[config.mk]
export PLATFORM = sky130hd
export DESIGN_NAME = gcd_controller_flat
export DESIGN_NICKNAME = d
export VERILOG_FILES = /design/src/rtl/gcd_controller_pkg.sv /design/src/rtl/gcd_controller_if.sv /design/src/rtl/gcd_controller_iter_counter.sv /design/src/rtl/gcd_controller.sv /design/src/flat_wrapper.sv
export SDC_FILE = /design/constraint.sdc
export NUM_CORES = 1
export LEC_CHECK = 0
export ABC_AREA = 1
export CAP_MARGIN = 20
export CORE_ASPECT_RATIO = 0.8
export CORE_MARGIN = 2
export CORE_UTILIZATION = 54
export CTS_CLUSTER_SIZE = 16
export DETAILED_ROUTE_END_ITERATION = 16
export PLACE_DENSITY = 0.85
export SYNTH_ARGS = -nofsm -noshare
export SYNTH_HDL_FRONTEND = slang
export SYNTH_SLANG_ARGS = --single-unit
[constraint.sdc]
create_clock -name clk -period 4.86 [get_ports clk]
set_clock_uncertainty 0.1 [all_clocks]
set_input_delay 0.972 -clock clk [delete_from_list [all_inputs] [get_ports clk]]
set_output_delay 0.972 -clock clk [all_outputs]
set_load 0.005 [all_outputs]
[src/rtl/gcd_controller_pkg.sv]
// Shared types and constants for the GCD controller and its datapath.
package gcd_pkg;

   typedef enum logic [2:0] {
      IDLE   = 3'd0,
      LOAD_A = 3'd1,
      LOAD_B = 3'd2,
      CALC   = 3'd3,
      DONE   = 3'd4
   } gcd_state_t;

   localparam logic SEL_A    = 1'b0;
   localparam logic SEL_B    = 1'b1;
   localparam logic BUS_DATA = 1'b1;
   localparam logic BUS_SUB  = 1'b0;

   localparam int DATA_W = 16;

endpackage

[src/rtl/gcd_controller_if.sv]
// Host and datapath signals of the GCD controller, grouped as one bundle.
interface gcd_controller_if #(
   parameter int CNT_W = 16
);
   // Operand transfer happens on a rising clk edge where in_valid && in_ready;
   // the result transfer happens on an edge where done && out_ready. Neither
   // side may make its signal depend on the other within the same cycle
   // except in_ready, which is combinational from controller state only.
   logic             start;
   logic             in_valid;
   logic             in_ready;
   logic             gt;
   logic             lt;
   logic             eq;
   logic             ldA;
   logic             ldB;
   logic             sel1;
   logic             sel2;
   logic             sel_in;
   logic             busy;
   logic             done;
   logic             out_ready;
   logic             err;
   logic [CNT_W-1:0] iter_count;

   modport master (
      output start, in_valid, gt, lt, eq, out_ready,
      input  in_ready, ldA, ldB, sel1, sel2, sel_in, busy, done, err, iter_count
   );

   modport slave (
      input  start, in_valid, gt, lt, eq, out_ready,
      output in_ready, ldA, ldB, sel1, sel2, sel_in, busy, done, err, iter_count
   );

endinterface

[src/rtl/gcd_controller_iter_counter.sv]
// Saturating subtraction counter with synchronous clear and terminal compare.
module gcd_iter_counter #(
   parameter int MAX   = 65535,
   parameter int WIDTH = 16
) (
   input  logic             clk,
   input  logic             rst,
   input  logic             clr,
   input  logic             inc,
   output logic [WIDTH-1:0] count,
   output logic             at_max
);

   assign at_max = (count == WIDTH'(MAX));

   always_ff @(posedge clk or posedge rst) begin
      if (rst) begin
         count <= '0;
      end else if (clr) begin
         count <= '0;
      end else if (inc && !at_max) begin
         count <= count + 1'b1;
      end
   end

endmodule

[src/rtl/gcd_controller.sv]
// Control FSM for the subtract-and-compare GCD datapath: loads two operands,
// iterates on the compare flags, and holds the result until the host takes it.
module gcd_controller
   import gcd_pkg::*;
#(
   parameter int MAX_ITER = 65535,
   parameter int CNT_W    = 16
) (
   input  logic             clk,
   input  logic             rst,
   gcd_controller_if.slave  bus,
   output gcd_state_t       fsm_state
);

   gcd_state_t state;
   logic       done_q;
   logic       err_q;
   logic       busy_q;

   logic in_ready_c, ld_a_c, ld_b_c, sel1_c, sel2_c, sel_in_c;
   logic cnt_clr, cnt_inc, at_max;

   gcd_iter_counter #(
      .MAX   (MAX_ITER),
      .WIDTH (CNT_W)
   ) u_iter_counter (
      .clk    (clk),
      .rst    (rst),
      .clr    (cnt_clr),
      .inc    (cnt_inc),
      .count  (bus.iter_count),
      .at_max (at_max)
   );

   // Load enables and selects are decoded straight from state and flags so a
   // subtraction lands on the same edge CALC sees the flags.
   always_comb begin
      in_ready_c = 1'b0;
      ld_a_c     = 1'b0;
      ld_b_c     = 1'b0;
      sel1_c     = SEL_A;
      sel2_c     = SEL_A;
      sel_in_c   = BUS_SUB;
      cnt_inc    = 1'b0;
      cnt_clr    = (state == IDLE) && bus.start;
      case (state)
         LOAD_A: begin
            in_ready_c = 1'b1;
            sel_in_c   = BUS_DATA;
            ld_a_c     = bus.in_valid;
         end
         LOAD_B: begin
            in_ready_c = 1'b1;
            sel_in_c   = BUS_DATA;
            ld_b_c     = bus.in_valid;
         end
         CALC: begin
            if (!bus.eq && !at_max) begin
               if (bus.lt) begin
                  sel1_c  = SEL_B;
                  sel2_c  = SEL_A;
                  ld_b_c  = 1'b1;
                  cnt_inc = 1'b1;
               end else if (bus.gt) begin
                  sel1_c  = SEL_A;
                  sel2_c  = SEL_B;
                  ld_a_c  = 1'b1;
                  cnt_inc = 1'b1;
               end
            end
         end
         default: begin
         end
      endcase
   end

   always_ff @(posedge clk or posedge rst) begin
      if (rst) begin
         state  <= IDLE;
         done_q <= 1'b0;
         err_q  <= 1'b0;
         busy_q <= 1'b0;
      end else begin
         case (state)
            IDLE: begin
               if (bus.start) begin
                  state  <= LOAD_A;
                  busy_q <= 1'b1;
                  err_q  <= 1'b0;
               end
            end
            LOAD_A: begin
               if (bus.in_valid) state <= LOAD_B;
            end
            LOAD_B: begin
               if (bus.in_valid) state <= CALC;
            end
            CALC: begin
               if (bus.eq) begin
                  state  <= DONE;
                  done_q <= 1'b1;
               end else if (at_max || !(bus.lt || bus.gt)) begin
                  // Budget exhausted (e.g. a zero operand) or inconsistent flags.
                  state  <= DONE;
                  done_q <= 1'b1;
                  err_q  <= 1'b1;
               end
            end
            DONE: begin
               if (bus.out_ready) begin
                  state  <= IDLE;
                  done_q <= 1'b0;
                  busy_q <= 1'b0;
               end
            end
            default: begin
               state  <= IDLE;
               done_q <= 1'b0;
               busy_q <= 1'b0;
            end
         endcase
      end
   end

   assign bus.in_ready = in_ready_c;
   assign bus.ldA      = ld_a_c;
   assign bus.ldB      = ld_b_c;
   assign bus.sel1     = sel1_c;
   assign bus.sel2     = sel2_c;
   assign bus.sel_in   = sel_in_c;
   assign bus.done     = done_q;
   assign bus.err      = err_q;
   assign bus.busy     = busy_q;
   assign fsm_state    = state;

endmodule

[src/flat_wrapper.sv]
// flat-port wrapper written by rule: the top's interface ports become plain ports
module gcd_controller_flat import gcd_pkg::*;
#(
   parameter int MAX_ITER = 65535,
   parameter int CNT_W    = 16
)
  (clk, rst, fsm_state, bus_start, bus_in_valid, bus_gt, bus_lt, bus_eq, bus_out_ready, bus_in_ready, bus_ldA, bus_ldB, bus_sel1, bus_sel2, bus_sel_in, bus_busy, bus_done, bus_err, bus_iter_count);
  gcd_controller_if #(.CNT_W(CNT_W)) bus_i ();
  input  logic clk;
  input  logic rst;
  output gcd_state_t fsm_state;
  input wire logic [$bits(bus_i.start)-1:0] bus_start;
  input wire logic [$bits(bus_i.in_valid)-1:0] bus_in_valid;
  input wire logic [$bits(bus_i.gt)-1:0] bus_gt;
  input wire logic [$bits(bus_i.lt)-1:0] bus_lt;
  input wire logic [$bits(bus_i.eq)-1:0] bus_eq;
  input wire logic [$bits(bus_i.out_ready)-1:0] bus_out_ready;
  output wire logic [$bits(bus_i.in_ready)-1:0] bus_in_ready;
  output wire logic [$bits(bus_i.ldA)-1:0] bus_ldA;
  output wire logic [$bits(bus_i.ldB)-1:0] bus_ldB;
  output wire logic [$bits(bus_i.sel1)-1:0] bus_sel1;
  output wire logic [$bits(bus_i.sel2)-1:0] bus_sel2;
  output wire logic [$bits(bus_i.sel_in)-1:0] bus_sel_in;
  output wire logic [$bits(bus_i.busy)-1:0] bus_busy;
  output wire logic [$bits(bus_i.done)-1:0] bus_done;
  output wire logic [$bits(bus_i.err)-1:0] bus_err;
  output wire logic [$bits(bus_i.iter_count)-1:0] bus_iter_count;
  assign bus_i.start = bus_start;
  assign bus_i.in_valid = bus_in_valid;
  assign bus_i.gt = bus_gt;
  assign bus_i.lt = bus_lt;
  assign bus_i.eq = bus_eq;
  assign bus_i.out_ready = bus_out_ready;
  assign bus_in_ready = bus_i.in_ready;
  assign bus_ldA = bus_i.ldA;
  assign bus_ldB = bus_i.ldB;
  assign bus_sel1 = bus_i.sel1;
  assign bus_sel2 = bus_i.sel2;
  assign bus_sel_in = bus_i.sel_in;
  assign bus_busy = bus_i.busy;
  assign bus_done = bus_i.done;
  assign bus_err = bus_i.err;
  assign bus_iter_count = bus_i.iter_count;
  gcd_controller #(.MAX_ITER(MAX_ITER), .CNT_W(CNT_W)) u_core (.clk(clk), .rst(rst), .bus(bus_i), .fsm_state(fsm_state));
endmodule
# Yosys cells after proc, flatten, opt, wreduce, memory -nomap -nowiden
# Cells that the tools add are included.
# word_totals
register_bits,22
inputBits,8
elab_cells,69
# op_classes
addsub,1
n_eq_ne,12
muxes,31
n_bitwise,2
reduce_logical,18
# ops
op,count
$mux 16,2
$mux 3,6
$mux 1,17
$add 16x1->16 const B,1
$eq 16x16->1 const B,1
$pmux 3 s5,1
$ne 2x2->1 const B,5
$eq 3x2->1 const B,2
$pmux 1 s2,3
$pmux 1 s3,2
$reduce_and 3->1,2
$reduce_or 3->1,2
$reduce_and 5->1,1
$reduce_and 4->1,1
$reduce_bool 2->1,2
$eq 3x1->1 const B,1
$eq 3x3->1 const B,1
$logic_and 1x1->1,3
$logic_not 1->1,3
$logic_not 3->1,1
$ne 3x2->1 const B,1
$logic_or 1x1->1,2
$ne 2x1->1 const B,1
$not 1->1,2
$reduce_or 2->1,1

# Logic depth before layout (Yosys ltp)
# depth
ltp_word,8
depth_mapped,11
mapped_depth_nobuf,10

# Hierarchy
# A second synthesis with hierarchy kept.
# hier_totals
cells_unflattened,229
hier_area_um2,1561.5
# modules_own_cells
mod,instances,cells_per_inst,area_per_inst_um2,seq_area_each_um2
gcd_iter_counter,1,163,1128.6,400.4
gcd_controller,1,66,432.9,150.1

# Least setup slack after synthesis
# No wires, ideal clock.
# synth_path
kind,input -> output
start,input bus_eq
end,output bus_ldB
t_arrival_ns,1.520
slack_ns,2.268
stages,4
n_path_buf,0
path_cell_list,inv_1 nand2_2 nor3_1 o21bai_1
# synth_between
elab_chain_len,4
# synth_lines
item,line,text
from (decl),flat_wrapper.sv:16,input wire logic [$bits(bus_i.eq)-1:0] bus_eq;
$logic_not 1->1,gcd_controller.sv:58,if (!bus.eq && !at_max) begin
$logic_and 1x1->1,gcd_controller.sv:58,
$mux 1,n/a,
$pmux 1 s2,gcd_controller.sv:46,case (state)
to (decl),flat_wrapper.sv:20,output wire logic [$bits(bus_i.ldB)-1:0] bus_ldB;
# Every way passes these cells.

# Final worst setup path
# Same ends and word-level chain as after synthesis.

==> impl_results.md <==
* Pins Over Slew Limit at 0
* Post-Synth Simple-Gate Area at 48.4%
* Post-route insts no fill at around 280
* Crit path required time at around 3.8 ns
* PortBufs at 35
* Async S/R FF share, synth at 100%
* Mux cell area share after synthesis at 0%
* RSZ-0062 raised after global routing: false
* Row cnt at 17
* Number of global-route vias before repair at 1289
* Hold Buf Count CTS at 0
* Post-synthesis register bit count at 22
* Post-synth EDFFs at 0
* Rel. slew slack at between 40% and 50%
* Core footprint at around 0.0028 mm^2
* Layout cells sized above 1 at about a tenth
* Synth Cell Area at around 0.0016 mm^2
* Syn-to-layout area delta at 24.1%
* Clock Sinks at 22
* GRT overflow at 0
* P per Cell Area at between 300 and 400 mW/mm^2
* Die area at around 0.0034 mm^2
* Tcrit/Tclk final at about 74%
* Placed insts at 280
* Detailed-placement wirelength estimate at around 2.5 mm
* Avg WL per Cell at approximately 12 um
* CTS HTree Levels at 1
* Starting DRT DRC Count at 84
* Synth area leader: dfrtp_1
* Setup_tns at 0 ns
* Fillcell total at 232
* Setup bufs post-CTS at 0
* Vias after detailed routing at 1476
* IO Count at 36
* Synth unique cells at 29
* Primary FF master, synth: dfrtp_1
* Total GRT Usage at between 20% and 30%
* Actual slew at the worst max-slew pin at roughly 0.83 ns
* Mapped Nets at 223
* Post-Route Utilization at between 70% and 80%
* # setup viols final at 0
* Syn Inst Count at around 210
* Root Buffer Master: clkbuf_4
* Die Y at between 50 and 60 um
* Final worst slack at roughly 1.3 ns
* Hold WC Path Type: flop to flop
* Top-count cell post-synth: nand2_1
* Post-route ant nets at 0
* Seq/Total Area, Yosys at between 30% and 40%
* DRC at 0
* Post-Place Worst Slack at around 1.3 ns
* Post-synth top cells: nand2_1 (63), nand3_1 (28), dfrtp_1 (22)
* Final min period at ~3.6 ns
* Crit. End Element: output port
* Top post-synthesis cells by area: dfrtp_1 (35%), nand2_1 (15%), nand3_1 (8.9%), nand3_2 (5.1%), inv_1 (5.0%)
* Post-Synth Adder-Cell Area at less than 1%
* First-pass DRT Iterations at 4
* Startpoint type of the worst setup path: input pin
* Crit path DAT at between 2 and 3 ns
* Final hold violations at 0
* Status: completed
* Clock-pin transition on the worst setup and hold timing paths at around 0.11 ns
* Via density at a little over 5
* Area fraction of the dominant cell type after synthesis at 34.8%
* Resized cells post-CTS at 0
* Largest net degree at the start of global routing at 34
* Largest family of logic cells by synthesized area: simple AND/OR/NAND/NOR gates
* Xor/xnor share of the synthesized area at around 3.9%
* Nets at 257
* CTS buffer count at 3
* Fmax at between 200 and 300 MHz
* Final Wtd Congestion at approximately 0.84
* Die X at about 65 um
* P_leak at 0.942 nW
* Max-cap viol count at 0
* First-pass GRT wire length at slightly below 6 mm
* Initial Util at 57.2%
* YS warnings at 0
* Syn Area/Cell at between 7 and 8 um^2
* Initial antenna violation count at 0
* Drt total wl at between 3 and 4 mm
* Maximum vdd drop at between 0.0003 and 0.0004 V
* CTS tree: yes
* Clk buf depth at 2
* Worst Setup Path Type: input pin to output port
* Compound-cell area share of the yosys netlist at 2.37%
* Worst-Skew Late Latency at slightly above 0.3 ns
* Crit Path Max Fanout at 5
* Inserted Diodes at 0
-- kinds of logic after synthesis --
logic type / Yosys count
simple gates: 148
buf+inv: 30
flops: 22
xor+xnor: 7
compound gates: 6
fa+ha+maj: 1
-- placed cells by master (no fill, tap or decap) --
cell type / count
clkinv_1: 1
nand2_2: 4
nor2_1: 21
o21bai_1: 3
ha_1: 1
nand3b_1: 6
inv_1: 21
buf_16: 1
nor2_8: 1
nor2_2: 1
nor3_4: 2
nor2_4: 2
a21oi_1: 1
nand3_1: 28
xnor2_1: 1
o21ai_0: 2
clkbuf_4: 3
dfrtp_1: 22
nand2_4: 2
nand3_2: 8
inv_2: 1
nand2_1: 63
clkdlybuf4s50_1: 35
nor3_1: 5
nand4_1: 5
xor2_1: 6
-- routing by layer --
| metal | part of all wire, % | track usage, % |
|---|---|---|
| met5 | 0 | 0 |
| met4 | 0.41 | 3.55 |
| met3 | 4.9 | 4.95 |
| met2 | 46 | 37.0 |
| met1 | 48 | 30.3 |
-- final timing paths --
kind / cells after the start / slack [ns] / end / from
worst max-delay path: 6 / 1.28 / bus_ldB / bus_eq
worst min register to register: 2 / 0.40 / u_core.bus.done / u_core.bus.done
min in group asynchronous: 2 / 1.01 / u_core.bus.done / rst
max in group asynchronous: 2 / 3.14 / u_core.u_iter_counter.count[13] / rst
worst max register to register: 8 / 2.88 / u_core.u_iter_counter.count[13] / u_core.u_iter_counter.count[0]
worst min-delay path: 2 / 0.40 / u_core.bus.done / u_core.bus.done
-- layout make-up --
type,count,area [um^2],share of cell area [%]
well taps,38,47.5,2.42
repair buffers,36,378,19.3
multi-input cells,162,877,44.7
clock buffers,3,22.5,1.15
inverters,23,86.3,4.40
flip-flops and latches,22,551,28.1
-- where the power goes --
part           switching, mW  internal, mW  total [mW]
registers             0.0317         0.212       0.244
clock network         0.0550        0.0291      0.0841
logic                  0.179         0.156       0.334
total                  0.265         0.397       0.662
-- sequential cells by signal (all words and copies together) (netlist names) --
signal	cells
u_core.bus.busy	1
u_core.bus.done	1
u_core.bus.err	1
u_core.fsm_state	3
u_core.u_iter_counter.count	16
-- worst max-delay path, stage by stage --
cell and delay [ns]:
clkdlybuf4s50_1 0.39, inv_1 0.06, nand2_2 0.09, nor3_1 0.31, o21bai_1 0.16, clkdlybuf4s50_1 0.53
-- stage by stage --
step | total power, mW | hold WS (ns) | instance area (um^2)
2_1_floorplan | 0.446 | 0.364 | 1580
3_3_place_gp | 0.555 | 0.366 | 1910
3_5_place_dp | 0.561 | 0.373 | 1910
4_1_cts | 0.645 | 0.407 | 1930
5_1_grt | 0.714 | 0.433 | 1960
6_report | 0.662 | 0.403 | 1960
No activity file was read; power rests on OpenSTA's default activity.
